==> src/rtl/traffic_controller_multi.sv <==
// traffic_controller_multi: main road plus NUM_SIDE side roads, latched walk phase, reprogrammable tick-based intervals.
// Defining TRAFFIC_NIGHT_FLASH_EN adds the nightMode input and the flashing night state.
module traffic_controller_multi #(
   parameter int NUM_SIDE = 2,
   parameter int TIME_W   = 4,
   parameter int TICK_DIV = 4,
   parameter int T_BASE   = 6,
   parameter int T_EXT    = 3,
   parameter int T_YEL    = 2,
   parameter int T_WALK   = 4,
   parameter int SIDX_W   = (NUM_SIDE > 1) ? $clog2(NUM_SIDE) : 1
) (
   input  logic                clk,
   input  logic                reset,
`ifdef TRAFFIC_NIGHT_FLASH_EN
   input  logic                nightMode,
`endif
   input  logic [NUM_SIDE-1:0] sensor,
   input  logic                walkRequest,
   input  logic                reprogram,
   input  logic [1:0]          extTimeSelector,
   input  logic [TIME_W-1:0]   extTimeValue,
   output logic                Rm,
   output logic                Ym,
   output logic                Gm,
   output logic [NUM_SIDE-1:0] Rs,
   output logic [NUM_SIDE-1:0] Ys,
   output logic [NUM_SIDE-1:0] Gs,
   output logic                W,
   output logic [TIME_W-1:0]   tv,
   output logic [2:0]          st,
   output logic [SIDX_W-1:0]   sel
);
   localparam int PW = (TICK_DIV > 1) ? $clog2(TICK_DIV) : 1;
   typedef enum logic [2:0] {MG = 3'd0, MY = 3'd1, WALK = 3'd2, SG = 3'd3, SY = 3'd4, FLASH = 3'd5} state_t;
   state_t state, nstate;
   logic [TIME_W-1:0] t_base, t_ext, t_yel, t_walk, tv_r, load_val, wr_val;
   logic [PW-1:0] pre;
   logic [NUM_SIDE-1:0] req, req_clr, side_on;
   logic [SIDX_W-1:0] sel_r, nxt_side, nxt_idx;
   logic wreq, wreq_clr, ext, ext_set, ext_clr, load, tick, expire, sg_go, nxt_found;
`ifdef TRAFFIC_NIGHT_FLASH_EN
   logic flash_on;
`endif
   assign tick   = pre == PW'(TICK_DIV - 1);
   assign expire = tick && tv_r == TIME_W'(1);
   assign wr_val = (extTimeValue == '0) ? TIME_W'(1) : extTimeValue;
   // round-robin: first pending side strictly after sel_r, wrapping back to sel_r last
   always_comb begin
      nxt_side  = sel_r;
      nxt_found = 1'b0;
      nxt_idx   = '0;
      for (int i = 1; i <= NUM_SIDE; i++) begin
         nxt_idx = SIDX_W'((int'(sel_r) + i) % NUM_SIDE);
         if (!nxt_found && req[nxt_idx]) begin
            nxt_found = 1'b1;
            nxt_side  = nxt_idx;
         end
      end
   end
   always_comb begin
      nstate   = state;
      load     = 1'b0;
      load_val = t_base;
      sg_go    = 1'b0;
      wreq_clr = 1'b0;
      ext_set  = 1'b0;
      ext_clr  = 1'b0;
      if (reprogram) begin
         nstate   = MG;
         load     = 1'b1;
         load_val = (extTimeSelector == 2'd0) ? wr_val : t_base;
         ext_clr  = 1'b1;
      end
`ifdef TRAFFIC_NIGHT_FLASH_EN
      else if (state == FLASH) begin
         if (tick && !nightMode) begin
            nstate   = MY;
            load     = 1'b1;
            load_val = t_yel;
         end
      end
`endif
      else if (expire) begin
         load = 1'b1;
         case (state)
            MG: begin
`ifdef TRAFFIC_NIGHT_FLASH_EN
               if (nightMode) nstate = FLASH; else
`endif
               if (|req || wreq) begin
                  nstate   = MY;
                  load_val = t_yel;
               end
            end
            MY: begin
               if (wreq) begin
                  nstate   = WALK;
                  load_val = t_walk;
                  wreq_clr = 1'b1;
               end else if (|req) begin
                  nstate = SG;
                  sg_go  = 1'b1;
               end else nstate = MG;
            end
            WALK: begin
               nstate = (|req) ? SG : MG;
               sg_go  = |req;
            end
            SG: begin
               if (sensor[sel_r] && !ext) begin
                  ext_set  = 1'b1;
                  load_val = t_ext;
               end else begin
                  nstate   = SY;
                  load_val = t_yel;
               end
            end
            SY: begin
               nstate  = MG;
               ext_clr = 1'b1;
            end
            default: nstate = MG;
         endcase
      end
   end
   assign req_clr = sg_go ? NUM_SIDE'(1) << nxt_side : '0;
   always_ff @(posedge clk or negedge reset) begin
      if (!reset) begin
         state  <= MG;
         t_base <= TIME_W'(T_BASE);
         t_ext  <= TIME_W'(T_EXT);
         t_yel  <= TIME_W'(T_YEL);
         t_walk <= TIME_W'(T_WALK);
         tv_r   <= TIME_W'(T_BASE);
         pre    <= '0;
         req    <= '0;
         wreq   <= 1'b0;
         ext    <= 1'b0;
         sel_r  <= '0;
      end else begin
         state  <= nstate;
         t_base <= (reprogram && extTimeSelector == 2'd0) ? wr_val : t_base;
         t_ext  <= (reprogram && extTimeSelector == 2'd1) ? wr_val : t_ext;
         t_yel  <= (reprogram && extTimeSelector == 2'd2) ? wr_val : t_yel;
         t_walk <= (reprogram && extTimeSelector == 2'd3) ? wr_val : t_walk;
         tv_r   <= load ? load_val : (tick && state != FLASH) ? tv_r - TIME_W'(1) : tv_r;
         pre    <= (load || tick) ? '0 : pre + PW'(1);
         req    <= (req & ~req_clr) | sensor;
         wreq   <= (wreq && !wreq_clr) || walkRequest;
         ext    <= ext_set ? 1'b1 : ext_clr ? 1'b0 : ext;
         sel_r  <= sg_go ? nxt_side : sel_r;
      end
   end
`ifdef TRAFFIC_NIGHT_FLASH_EN
   always_ff @(posedge clk or negedge reset) begin
      if (!reset) flash_on <= 1'b1;
      else flash_on <= (state != FLASH) ? 1'b1 : tick ? ~flash_on : flash_on;
   end
`endif
   assign side_on = NUM_SIDE'(1) << sel_r;
   assign Gm = state == MG;
   assign Rm = state == WALK || state == SG || state == SY;
   assign Gs = (state == SG) ? side_on : '0;
   assign Ys = (state == SY) ? side_on : '0;
   assign W  = state == WALK;
`ifdef TRAFFIC_NIGHT_FLASH_EN
   assign Ym = state == MY || (state == FLASH && flash_on);
   assign Rs = (state == FLASH) ? {NUM_SIDE{flash_on}} : ~(Gs | Ys);
`else
   assign Ym = state == MY;
   assign Rs = ~(Gs | Ys);
`endif
   assign tv  = tv_r;
   assign st  = state;
   assign sel = sel_r;
endmodule

==> config.mk <==
export PLATFORM = sky130hd
export DESIGN_NAME = traffic_controller_multi
export DESIGN_NICKNAME = d
export VERILOG_FILES = /design/src/rtl/traffic_controller_multi.sv
export SDC_FILE = /design/constraint.sdc
export NUM_CORES = 1
export LEC_CHECK = 0
export CORE_ASPECT_RATIO = 1.4
export CORE_MARGIN = 2
export CORE_UTILIZATION = 54
export DETAILED_ROUTE_END_ITERATION = 10
export GPL_ROUTABILITY_DRIVEN = 0
export PLACE_DENSITY = 0.8
export SYNTH_ARGS = -nofsm -noshare
export SYNTH_HDL_FRONTEND = slang
export SYNTH_SLANG_ARGS = --single-unit
==> constraint.sdc <==
create_clock -name clk -period 1.8 [get_ports clk]
set_input_delay 0.36 -clock clk [delete_from_list [all_inputs] [get_ports clk]]
set_output_delay 0.36 -clock clk [all_outputs]
set_load 0.03 [all_outputs]
# After elaboration in Yosys (flattened, before gate mapping)

Cells that the tools add are included.

Add/sub/neg operators: 4
Magnitude comparators: 3
Equal/unequal tests: 12
Shift-type cells: 2
Multiplexer cells: 50
Bitwise operators: 5
Reduce and logical (&&, ||, !) cells: 25

Operator list:

| kind                                                                         | count |
|---|---|
| 4-bit 2-to-1 mux                                                             | 9 |
| 1-bit 2-to-1 mux                                                             | 28 |
| 2-bit 2-to-1 mux                                                             | 6 |
| 3-bit 2-to-1 mux                                                             | 4 |
| 3-bit case mux with 4 select lines                                           | 1 |
| 4-bit case mux with 3 select lines                                           | 1 |
| 1-bit logical AND                                                            | 9 |
| 2-bit equality test, second input constant                                   | 3 |
| 3-bit by 2-bit equality test with 1-bit output, second input constant        | 2 |
| 1-bit by 2-bit less-than comparator with 1-bit output, second input constant | 3 |
| 3-bit != test, second input constant                                         | 2 |
| 2-bit nonzero test                                                           | 3 |
| 1-bit logical OR                                                             | 5 |
| 4-bit by 1-bit equality test with 1-bit output, second input constant        | 1 |
| 4-bit zero test                                                              | 1 |
| 2-bit NOT                                                                    | 2 |
| 2-bit OR                                                                     | 2 |
| 1-bit by 1-bit << shifter with 2-bit output, first input constant            | 2 |
| 4-bit by 1-bit subtractor with 4-bit output, second input constant           | 1 |
| 3-bit by 1-bit equality test with 1-bit output, second input constant        | 1 |
| 3-bit equality test, second input constant                                   | 1 |
| 1-bit zero test                                                              | 3 |
| 3-bit zero test                                                              | 1 |
| 3-bit by 2-bit != test with 1-bit output, second input constant              | 1 |
| 8 further kinds                                                              | 9 |

Register bits: 30
Bits of input ports: 12
Output and inout port bits: 18
Word-level logic and storage cells: 112

# Depth between registers and ports, before layout

Depth after elaboration: 12
Mapped depth: 8
Gate-level depth less buffers: 7

# Worst setup path before layout

No wires, ideal clock.

Path type: register to output
Start point: reg state[2], in the netlist st[2]
End point: out Rs[0]
Arrival: 1.723 ns
Required time: 1.440 ns
Slack: -0.283 ns
Stages on the path, launching flop included: 5
Path through: dfrtp_1 -> clkbuf_1 -> nand2_1 -> nor2_1 -> nor2_1

Word-level cells in the longest chain between the ends: 4

Ends and longest elaborated chain:

| element                  | RTL line | text |
|---|---|---|
| start: declaration       | 36       | `state_t state, nstate;` |
| start signal: assignment | 142      | `state <= nstate;` |
| 3-bit equality test      | 165      | `assign Ys = (state == SY) ? side_on : '0;` |
| 2-bit 2-to-1 mux         | 165      |  |
| named net Ys[0]          | 27       | `output logic [NUM_SIDE-1:0] Ys,` |
| 2-bit OR                 | 172      | `assign Rs = ~(Gs \| Ys);` |
| 2-bit NOT                | 172      |  |
| end: declaration         | 26       | `output logic [NUM_SIDE-1:0] Rs,` |

The timed path passes the listed nets, and every way through them passes these cells.

# Worst setup path in the final report

Start point: reg state[1], in the netlist st[1]
End point: out Gm

Word-level cells in the longest chain between the ends: 1

Ends and longest elaborated chain:

| element          | RTL line | text |
|---|---|---|
| 3-bit zero test  | 162      | `assign Gm = state == MG;` |
| end: declaration | 25       | `output logic Gm,` |

Every way passes these cells.

==> impl_metrics.yaml <==
power_and_ir_drop:
  max-vdd-ir-drop_mv: 0.828
  power_density_nw_per_um2: 1140
  power_leakage_nw: 1.14
worst_setup_path:
  crit_chain: "buf_6, or3_4, clkinvlp_4, buf_6"
  cp_max_fo: 7
  worst-setup-path-type: "flop to output port"
  max_stage_delay_ns: 0.44
  crit_path_start_kind: "flop"
  required_ns: 1.44
  ff2ff_path_depth: 7
  rrSetupSlack_ns: -0.05
  cp_slowest_cell: "dfrtp_2"
  cpMostUsedCell: "buf_6"
  worstReg2RegEnd: "st[2]$_DFFE_PN0P_"
  arrival_ns: 1.51
  r2r_start: "st[1]$_DFFE_PN0P_"
  cp-startpoint: "st[1]$_DFFE_PN0P_"
  endpoint: "Gm"
  end_kind: "output port"
timing:
  finalCritPeriodShare_pct: 104
  max_slew.worst_pin.slew_ns: 0.371
  max_freq_ghz: 0.534
  rsz0062_at_grt: "yes"
  post-route-min-period_ns: 1.87
  hold_viol: 0
  slew_headroom_pct: 74.6
  setup_violations: 5
  finClkSkew_ns: 0.00842
  tns_ns: -0.242
  finalMaxSlewViolations: 0
  worst_slack_ns: -0.0730
global_routing:
  grt_max_degree: 31
  antenna_found_initial: 0
  grt_pass1_wl_um: 8590
  first_global_vias: 1835
  grt_use_total_pct: 29.8
  grt.overflow.total: 0
hold_path:
  min_path_type: "input pin to asynchronous set/reset pin"
final_layout:
  utilization_pct: 77.7
  nets: 265
  final_cell_mix: "buf_4, mux2_2, dfrtp_1"
  final_common_cell: "buf_4"
  drive_above_1_share_pct: 45.8
  finalInstanceArea_um2: 2650
  fill_cells: 218
  area_growth_pct: 37.4
  antenna-diode-count: 0
place:
  place_area_um2: 2350
  dp_hpwl_um: 3780
  io_buffers: 29
  dp_slack_ns: -0.212
die:
  coreArea_um2: 3410
  fp-row-count: 25
  die_h_um: 74.7
  ios: 30
  start_util_pct: 56.5
  die_area_um2: 4070
  dieWidth_um: 54.5
routing:
  drcViolationCount: 0
  num_vias: 1844
  avgRoutedWirePerCell_um: 19.3
  drtAntennaViolNets: 0
  drt-pass1-iter-count: 4
  wirelength_um: 5620
  dr.first_iter.drc_count: 140
  vias_per_cell: 6.34
logic_synthesis:
  yosys_warnings: 0
  synth_nets: 205
  synth_edf_count: 0
  synth-main-ff-cell: "dfrtp_1"
  syn_area_um2: 1930
  yosysUniqueCellTypes: 49
  async_flop_share_pct: 100
  syn_avg_cell_area_um2: 10.1
  syn-instance-count: 190
  synth-seq-cells: 30
  ys_seq_area_share_pct: 39.5
clock_network:
  cts_tree: "yes"
  clk_latency_ns: 0.29
  holdBufCountCts: 0
  h-tree-depth: 2
  ctsLongestPathBuffers: 2
  cts-buffers-inserted: 5
  root_buffer: "clkbuf_8"
  clkSinkCount: 30
  clk_pin_slew_ns: 0.07
outcome:
  violations: "negative setup slack"
  outcome: "complete, but fails checks"
flow_run:
  cap_viol_max_count: 0
## layout make-up
class	count	area (µm²)	share of cell area [%]
sequential	30	767	29.0
tap	40	50.0	1.89
multi-input combinational	144	1150	43.5
clock buffer	7	76.3	2.88
clock inverter	1	30.0	1.13
timing repair buffer	64	549	20.7
inverter	5	22.5	0.851
## per-layer routing
layer / vias to the layer above / part of all wire, % / track usage [%]
met5: - / 0 / 0
met2: 91 / 55 / 51.3
met1: 905 / 36 / 32.2
met4: 0 / 3.8 / 17.5
li1: 822 / - / -
met3: 26 / 5.2 / 7.54
## worst max-delay path, delay by kind of cell, from the launching register on
family	cells	cell delay (ns)
and+or+nand+nor	1	0.41
DFF	1	0.44
buffers and inverters	3	0.36
## through the flow
step                total power [mW]  cells  hold WS (ns)
floorplan                       1.68    190        0.0644
global placement                2.06    271         0.422
detailed placement              2.09    271         0.440
CTS                             2.86    285         0.450
global route                    3.12    291         0.474
finish                          3.01    291         0.458
## worst min-delay path by stage
| stage | from | endpoint | slack [ns] | depth (start not counted) |
|---|---|---|---|---|
| 6_report | reset | req[0]$_DFF_PN0_ | 0.46 | 2 |
| 5_1_grt | pre[0]$_DFF_PN0_ | pre[0]$_DFF_PN0_ | 0.47 | 1 |
| 4_1_cts | pre[0]$_DFF_PN0_ | pre[0]$_DFF_PN0_ | 0.45 | 1 |
| 3_5_place_dp | pre[0]$_DFF_PN0_ | pre[0]$_DFF_PN0_ | 0.44 | 1 |
| 3_3_place_gp | pre[0]$_DFF_PN0_ | pre[0]$_DFF_PN0_ | 0.42 | 1 |
| 2_1_floorplan | reset | ext$_DFFE_PN0P_ | 0.06 | 0 |
## cells in the mapped netlist (4+ instances only)
cell     instances  area [µm²]
a21oi_1          9        45.0
buf_6            4        45.0
dfrtp_1         22         551
dfstp_2          8         210
inv_1            5        18.8
mux2_2          20         225
mux2i_1          9        90.1
nand2_1         14        52.6
nand3_1          5        25.0
nor2_1          17        63.8
nor3_1           4        20.0
o21ai_0         16        80.1
## registers in the layout, indices dropped and copies added (netlist names)
| register | count |
|---|---|
| ext | 1 |
| pre | 2 |
| req | 2 |
| sel | 1 |
| st | 3 |
| t_base | 4 |
| t_ext | 4 |
| t_walk | 4 |
| t_yel | 4 |
| tv | 4 |
| wreq | 1 |
## timing repair
item,in CTS,in global routing
pin swaps,3,1
setup buffers,6,6
endpoints found under the setup margin,12,16
gates cloned,0,0
resized for setup,17,20
hold endpoints to repair,0,0
## cell families (layout without fill, tap and decap cells)
kind of cell,after synthesis,in the layout,share of synthesized area (%)
xor+xnor,2,2,0.909
flops,30,30,39.5
compound gates,49,49,17.1
fa+ha+maj,3,3,1.95
buf+inv,16,77,6.17
simple gates,61,61,18.0
mux,29,29,16.4
## power by group
group | internal (mW) | total [mW] | leakage [nW] | switching, mW
Combinational | 0.661 | 1.40 | 0.749 | 0.737
Sequential | 0.819 | 0.946 | 0.338 | 0.127
Clock | 0.414 | 0.666 | 0.0524 | 0.252
Note: power is estimated with default switching activity, not from simulation.
